===== src/rtl/gf128_pkg.sv =====
// gf128_pkg: shared constants and types for the GF(2^128) squaring chain.
//   FIELD_M   : field degree (operand width).
//   RED_TAPS  : low-order terms of f(x) = x^128 + x^7 + x^2 + x + 1.
//   RED_SPAN  : all set bits of RED_TAPS lie below this index.
//   state_e   : sequencer state encoding.
package gf128_pkg;

    localparam int FIELD_M = 128;
    localparam logic [FIELD_M-1:0] RED_TAPS = 128'h87;
    localparam int RED_SPAN = 8;

    typedef enum logic [1:0] {
        IDLE = 2'd0,
        SQR  = 2'd1,
        DONE = 2'd2
    } state_e;

endpackage


===== src/rtl/gf128_reduce.sv =====
// gf128_reduce: combinational 256 -> 128 bit reduction modulo
// f(x) = x^128 + x^7 + x^2 + x + 1.
//   p_i : 256-bit polynomial (degree <= 254 for squares).
//   r_o : p_i mod f, 128 bits.
// Two folds suffice: the first leaves at most 7 bits above x^127
// (from h<<7), and folding those back lands entirely below bit 14.
module gf128_reduce
    import gf128_pkg::*;
(
    input  logic [2*FIELD_M-1:0] p_i,
    output logic [FIELD_M-1:0]   r_o
);

    localparam int T_W = FIELD_M + RED_SPAN - 1;  // 135 bits after fold 1
    localparam int G_W = RED_SPAN - 1;            // overflow bits of fold 1

    logic [FIELD_M-1:0] h;
    logic [T_W-1:0]     t;
    logic [G_W-1:0]     g;

    always_comb begin
        h = p_i[2*FIELD_M-1:FIELD_M];
        t = {{G_W{1'b0}}, p_i[FIELD_M-1:0]};
        // x^128 == x^7 + x^2 + x + 1, so each high term folds onto the taps.
        for (int j = 0; j < RED_SPAN; j++) begin
            if (RED_TAPS[j]) begin
                t = t ^ ({{G_W{1'b0}}, h} << j);
            end
        end

        g   = t[T_W-1:FIELD_M];
        r_o = t[FIELD_M-1:0];
        for (int j = 0; j < RED_SPAN; j++) begin
            if (RED_TAPS[j]) begin
                r_o = r_o ^ ({{(FIELD_M-G_W){1'b0}}, g} << j);
            end
        end
    end

endmodule


===== src/rtl/gf128_sqr.sv =====
// gf128_sqr: combinational squarer in GF(2)[x]. Squaring a binary polynomial
// just spreads the coefficients: a_i moves to bit 2i, odd bits are zero.
//   a_i : 128-bit operand, bit i = coefficient of x^i.
//   p_o : 256-bit unreduced square.
module gf128_sqr
    import gf128_pkg::*;
(
    input  logic [FIELD_M-1:0]   a_i,
    output logic [2*FIELD_M-1:0] p_o
);

    always_comb begin
        p_o = '0;
        for (int i = 0; i < FIELD_M; i++) begin
            p_o[2*i] = a_i[i];
        end
    end

endmodule


===== src/rtl/gf128_sqr_chain_ctrl.sv =====
// gf128_sqr_chain_ctrl: computes A^(2^k) mod f(x) in GF(2^128), one
// square-and-reduce per clock, behind a start/done handshake.
//
// Handshake: start is sampled only while IDLE (busy=0); k and a_in are
// captured on that same edge. done is a one-cycle pulse and result is valid
// while done is high; result then holds until the next completion or rst.
// start is ignored while busy.
//
// Ports:
//   clk    : clock, rising edge.
//   rst    : synchronous active-high reset.
//   start  : request pulse.
//   k      : number of successive squarings (0..2^KW-1).
//   a_in   : operand, bit i = coefficient of x^i.
//   busy   : state is not IDLE.
//   done   : result valid pulse.
//   result : registered A^(2^k) mod f.
module gf128_sqr_chain_ctrl
    import gf128_pkg::*;
#(
    parameter int M  = FIELD_M,
    parameter int KW = 8
) (
    input  logic          clk,
    input  logic          rst,
    input  logic          start,
    input  logic [KW-1:0] k,
    input  logic [M-1:0]  a_in,
    output logic          busy,
    output logic          done,
    output logic [M-1:0]  result
);

    state_e            state_q, state_d;
    logic [M-1:0]      acc_q, acc_d;
    logic [KW-1:0]     cnt_q, cnt_d;
    logic [M-1:0]      result_q, result_d;

    logic [2*M-1:0]    sq_full;
    logic [M-1:0]      acc_next;

    gf128_sqr u_sqr (
        .a_i (acc_q),
        .p_o (sq_full)
    );

    gf128_reduce u_reduce (
        .p_i (sq_full),
        .r_o (acc_next)
    );

    always_ff @(posedge clk) begin
        if (rst) begin
            state_q  <= IDLE;
            acc_q    <= '0;
            cnt_q    <= '0;
            result_q <= '0;
        end else begin
            state_q  <= state_d;
            acc_q    <= acc_d;
            cnt_q    <= cnt_d;
            result_q <= result_d;
        end
    end

    always_comb begin
        state_d  = state_q;
        acc_d    = acc_q;
        cnt_d    = cnt_q;
        result_d = result_q;
        case (state_q)
            IDLE: begin
                if (start) begin
                    acc_d = a_in;
                    cnt_d = k;
                    if (k == '0) begin
                        // Nothing to square: publish the operand directly.
                        state_d  = DONE;
                        result_d = a_in;
                    end else begin
                        state_d = SQR;
                    end
                end
            end
            SQR: begin
                acc_d = acc_next;
                cnt_d = cnt_q - 1'b1;
                // cnt counts remaining squarings including this one, so it
                // never reaches zero in SQR and cannot wrap.
                if (cnt_q == KW'(1)) begin
                    state_d  = DONE;
                    result_d = acc_next;
                end
            end
            DONE: begin
                state_d = IDLE;
            end
            default: begin
                state_d = IDLE;
            end
        endcase
    end

    assign busy   = (state_q != IDLE);
    assign done   = (state_q == DONE);
    assign result = result_q;

endmodule


===== config.mk =====
export PLATFORM = sky130hd
export DESIGN_NAME = gf128_sqr_chain_ctrl
export DESIGN_NICKNAME = d
export VERILOG_FILES = /design/src/rtl/gf128_pkg.sv /design/src/rtl/gf128_reduce.sv /design/src/rtl/gf128_sqr.sv /design/src/rtl/gf128_sqr_chain_ctrl.sv
export SDC_FILE = /design/constraint.sdc
export NUM_CORES = 1
export LEC_CHECK = 0
export ABC_CLOCK_PERIOD_IN_PS = 1500
export BUFFER_PORTS_ARGS = -buffer_cell sky130_fd_sc_hd__clkbuf_2
export CORE_UTILIZATION = 40
export DETAILED_ROUTE_END_ITERATION = 10
export PLACE_DENSITY = 0.71
export SLEW_MARGIN = 20
export SYNTH_ARGS = -nofsm -noshare
export SYNTH_HDL_FRONTEND = slang
export SYNTH_SLANG_ARGS = --single-unit

===== constraint.sdc =====
create_clock -name clk -period 1.5 [get_ports clk]
set_input_delay 0.075 -clock clk [delete_from_list [all_inputs] [get_ports clk]]
set_output_delay 0.075 -clock clk [all_outputs]
set_load 0.005 [all_outputs]

==> key figures <==
Critical path
  • Critical path launch point type: flop
  • Arrival time at the worst endpoint: 2.27 ns
  • Worst Path Required: slightly below 2 ns
  • WS Path Type: reg2reg
  • Max incr delay on CP: 0.35 ns
  • CP endpoint kind: flop
  • Largest fanout on the critical path: 13
  • Crit-path cells: nor4_4 > and4_4 > buf_6 > clkbuf_16 > nor3_1 > a211oi_2
  • CP bufs+invs: 2
  • Slowest stage cell, crit path: dfxtp_4
  • Family with the most delay on the worst path: simple AND/OR/NAND/NOR gates

Clock network
  • Clock-pin slew on the worst setup and hold paths: about 0.060 ns
  • Clk_lat worst skew: around 0.57 ns
  • Clock buffer depth: 3
  • Total CTS buffers: 30
  • Root Driver: clkbuf_16
  • CTS tree: yes
  • Clock Sinks: 266
  • H-tree levels: 1

STA
  • Final Slew Violations: 0
  • FMAX: around 550 MHz
  • Fin crit share: 120%
  • Clock Skews: 0.0103 ns
  • Final Hold Viols: 4
  • Worst-Margin Slew: around 0.53 ns
  • Fin crit period: approximately 1.8 ns
  • PnR worst setup slack: -0.302 ns
  • Final Setup Violations: ~250
  • Hold_ws: -0.0153 ns
  • RSZ-0062 raised after global routing: true
  • Slew HR: about 65%

Status
  • Status: finished with violations
  • Failing checks: negative hold slack, negative setup slack

Detailed routing
  • Drt drc: 0
  • DRT Pass-1 Iters: 5
  • DR vias: about 14000
  • WL per Instance: about 24 um
  • DRT antenna net count: 0
  • DRT iter0 DRCs: 1264
  • Drt total wl: about 57 mm
  • Vias/cell: between 5 and 6

Synth
  • Cell area after synthesis: around 0.013 sq mm
  • Yosys reg bits: about 270
  • Syn_nets: roughly 1600
  • Number of synthesized flops with an enable pin: 0
  • Register area share after synthesis: 40.1%
  • Compound-gate portion of the synthesized area: between 15 and 20%
  • Asr flop ratio synth: 0%
  • Post-Synthesis Cells: between 1000 and 1500
  • Yosys cell types: 44
  • Syn Area/Cell: approximately 8.9 sq um
  • Synth Warn #: 0
  • Synth Area in Simple Gates: 11.7%
  • Adder-Cell Fraction of Synth Area: less than 1%
  • Ys flop type: dfxtp_1
  • Largest family of logic cells by synthesized area: compound AO/OA/AOI/OAI gates
  • Xor/xnor cell area share of the yosys netlist: 13.1%
  • Post-synthesis mux area share: between 10% and 20%

Floorplanning
  • # rows: 66
  • Die area: roughly 0.034 sq mm
  • Initial core utilization: around two fifths
  • DIE WIDTH: between 150 and 200 um
  • Core ar.: between 0.03 and 0.04 sq mm
  • I/O pin count: 269
  • Die Ht: about 180 um

Placed design
  • Placed insts: between 2000 and 2500
  • Placer congestion estimate: 0.938
  • HPWL Detailed: 33.7 mm
  • Port-buffer cells: around 270
  • Dpl cell area: between 0.015 and 0.02 sq mm

Power and ir drop
  • Leak Pwr: 8.53 nW
  • Worst VDD drop: around 980 uV
  • Total power: about 23 mW
  • Pwr dens: about 1100 mW/mm^2

Finish
  • Layout Area Growth over Synthesis: 59.0%
  • Final instance area: 0.0211 sq mm
  • Final-stage net count: between 2000 and 2500
  • Layout cells sized above 1: approximately 46%
  • Cell Count, Final, Fillers Out: 2412

Global routing
  • Largest net degree at the start of global routing: 80
  • Tot GR Track Use: ~28%
  • Global route overflow: 0
  • First-pass GRT wire length: between 70 and 80 mm
  • Initial antenna violation count: 1
  • Vias in the first global route: ~13000

Min path
  • Worst hold path type: in2reg

Run
  • Max Cap Viol: 0
[synth_stat cells, drive strengths merged (2+ instances only)]
library cell | instances | area, sq um
buf | 52 | 340
a21oi | 132 | 661
nand2 | 137 | 514
clkbuf | 132 | 495
nor4 | 4 | 40.0
dfxtp | 266 | 5330
ha | 2 | 25.0
nor2 | 72 | 270
o22ai | 12 | 75.1
mux2i | 67 | 671
nand3 | 64 | 320
mux2 | 61 | 687
xnor2 | 127 | 1110
nor3 | 64 | 320
or3 | 3 | 18.8
a22oi | 3 | 22.5
xor2 | 69 | 604
inv | 7 | 26.3
a211oi | 125 | 1230
o21ai | 67 | 335
a32oi | 2 | 17.5
nor2b | 2 | 12.5
[sequential cells by signal, summed over array words and instances (netlist names)]
signal   cells
acc_q      128
result     128
cnt_q        8
state_q      2
[timing repair]
| action | CTS | global route |
|---|---|---|
| buffers inserted | 12 | 32 |
| resized for setup | 80 | 346 |
| gates cloned | 7 | 27 |
| hold buffers | 109 | 7 |
| pin swaps | 23 | 114 |
| hold endpoints to repair | 182 | 7 |
| setup endpoints to repair | 253 | 262 |
[report_power, final]
group,internal [mW],switching (mW)
sequential,7.54,0.614
combinational,3.37,3.38
clock,4.51,3.14
total,15.4,7.13
[through the flow]
stage                     setup TNS [ns]  hold slack [ns]  worst slack (ns)  util (%)
final                             -30.41          -0.0153            -0.302      64.7
after global routing              -43.86          0.00275            -0.330      64.7
after CTS                         -16.59          0.00342            -0.149      57.7
after detailed placement          -31.93            0.382            -0.267      49.2
after global placement            -27.08            0.380            -0.219      49.2
after floorplan                    -9.74            0.264            -0.101         -
[cells in the final DEF (no fill, tap or decap), types with 33 or more instances in the layout]
cell / instances
nand3_1: 63
a211oi_1: 38
clkbuf_2: 266
mux2_4: 58
dfxtp_1: 261
mux2i_4: 33
buf_4: 111
buf_12: 39
nor3_1: 43
a21oi_1: 87
xor2_1: 69
nand2_1: 80
a211oi_2: 87
nand2_2: 45
a21oi_2: 45
xnor2_1: 125
dlygate4sd3_1: 116
nor2_1: 71
clkbuf_16: 51
[path summary, 6_finish.rpt]
path          startpoint          end  slack [ns]  cells past startpoint
max             cnt_q[3]   result[58]       -0.30                      6
min              a_in[5]    result[5]       -0.02                      3
max reg2reg     cnt_q[3]   result[58]       -0.30                      6
min reg2reg  result[113]  result[113]        0.46                      2
[final cells by class]
type	instances	area, sq um
antenna	2	5.00
clock buffer	47	916
clock inverter	9	101
fill	2319	11500
inverter	7	26.3
multi-input combinational	1029	8590
sequential	266	5340
tap	442	553
timing repair buffer	610	5570
[worst reg2reg max path: cells and delay by family (launching register included)]
family          cells  cell delay, ns
simple gates        3            0.76
compound gates      1            0.25
buf+inv             2            0.34
flops               1            0.35
[cell families after synthesis]
kind of cell	count (synthesis)
simple gates	353
compound gates	348
flops	266
xor+xnor	197
buf+inv	191
mux	128
fa+ha+maj	2
[layer usage]
metal	global-route usage (%)	part of all wire, %
met2	44.7	46
met4	12.3	6.0
met3	3.75	9.6
met1	37.5	39
met5	0	0
(Power assumes the default switching activity.)
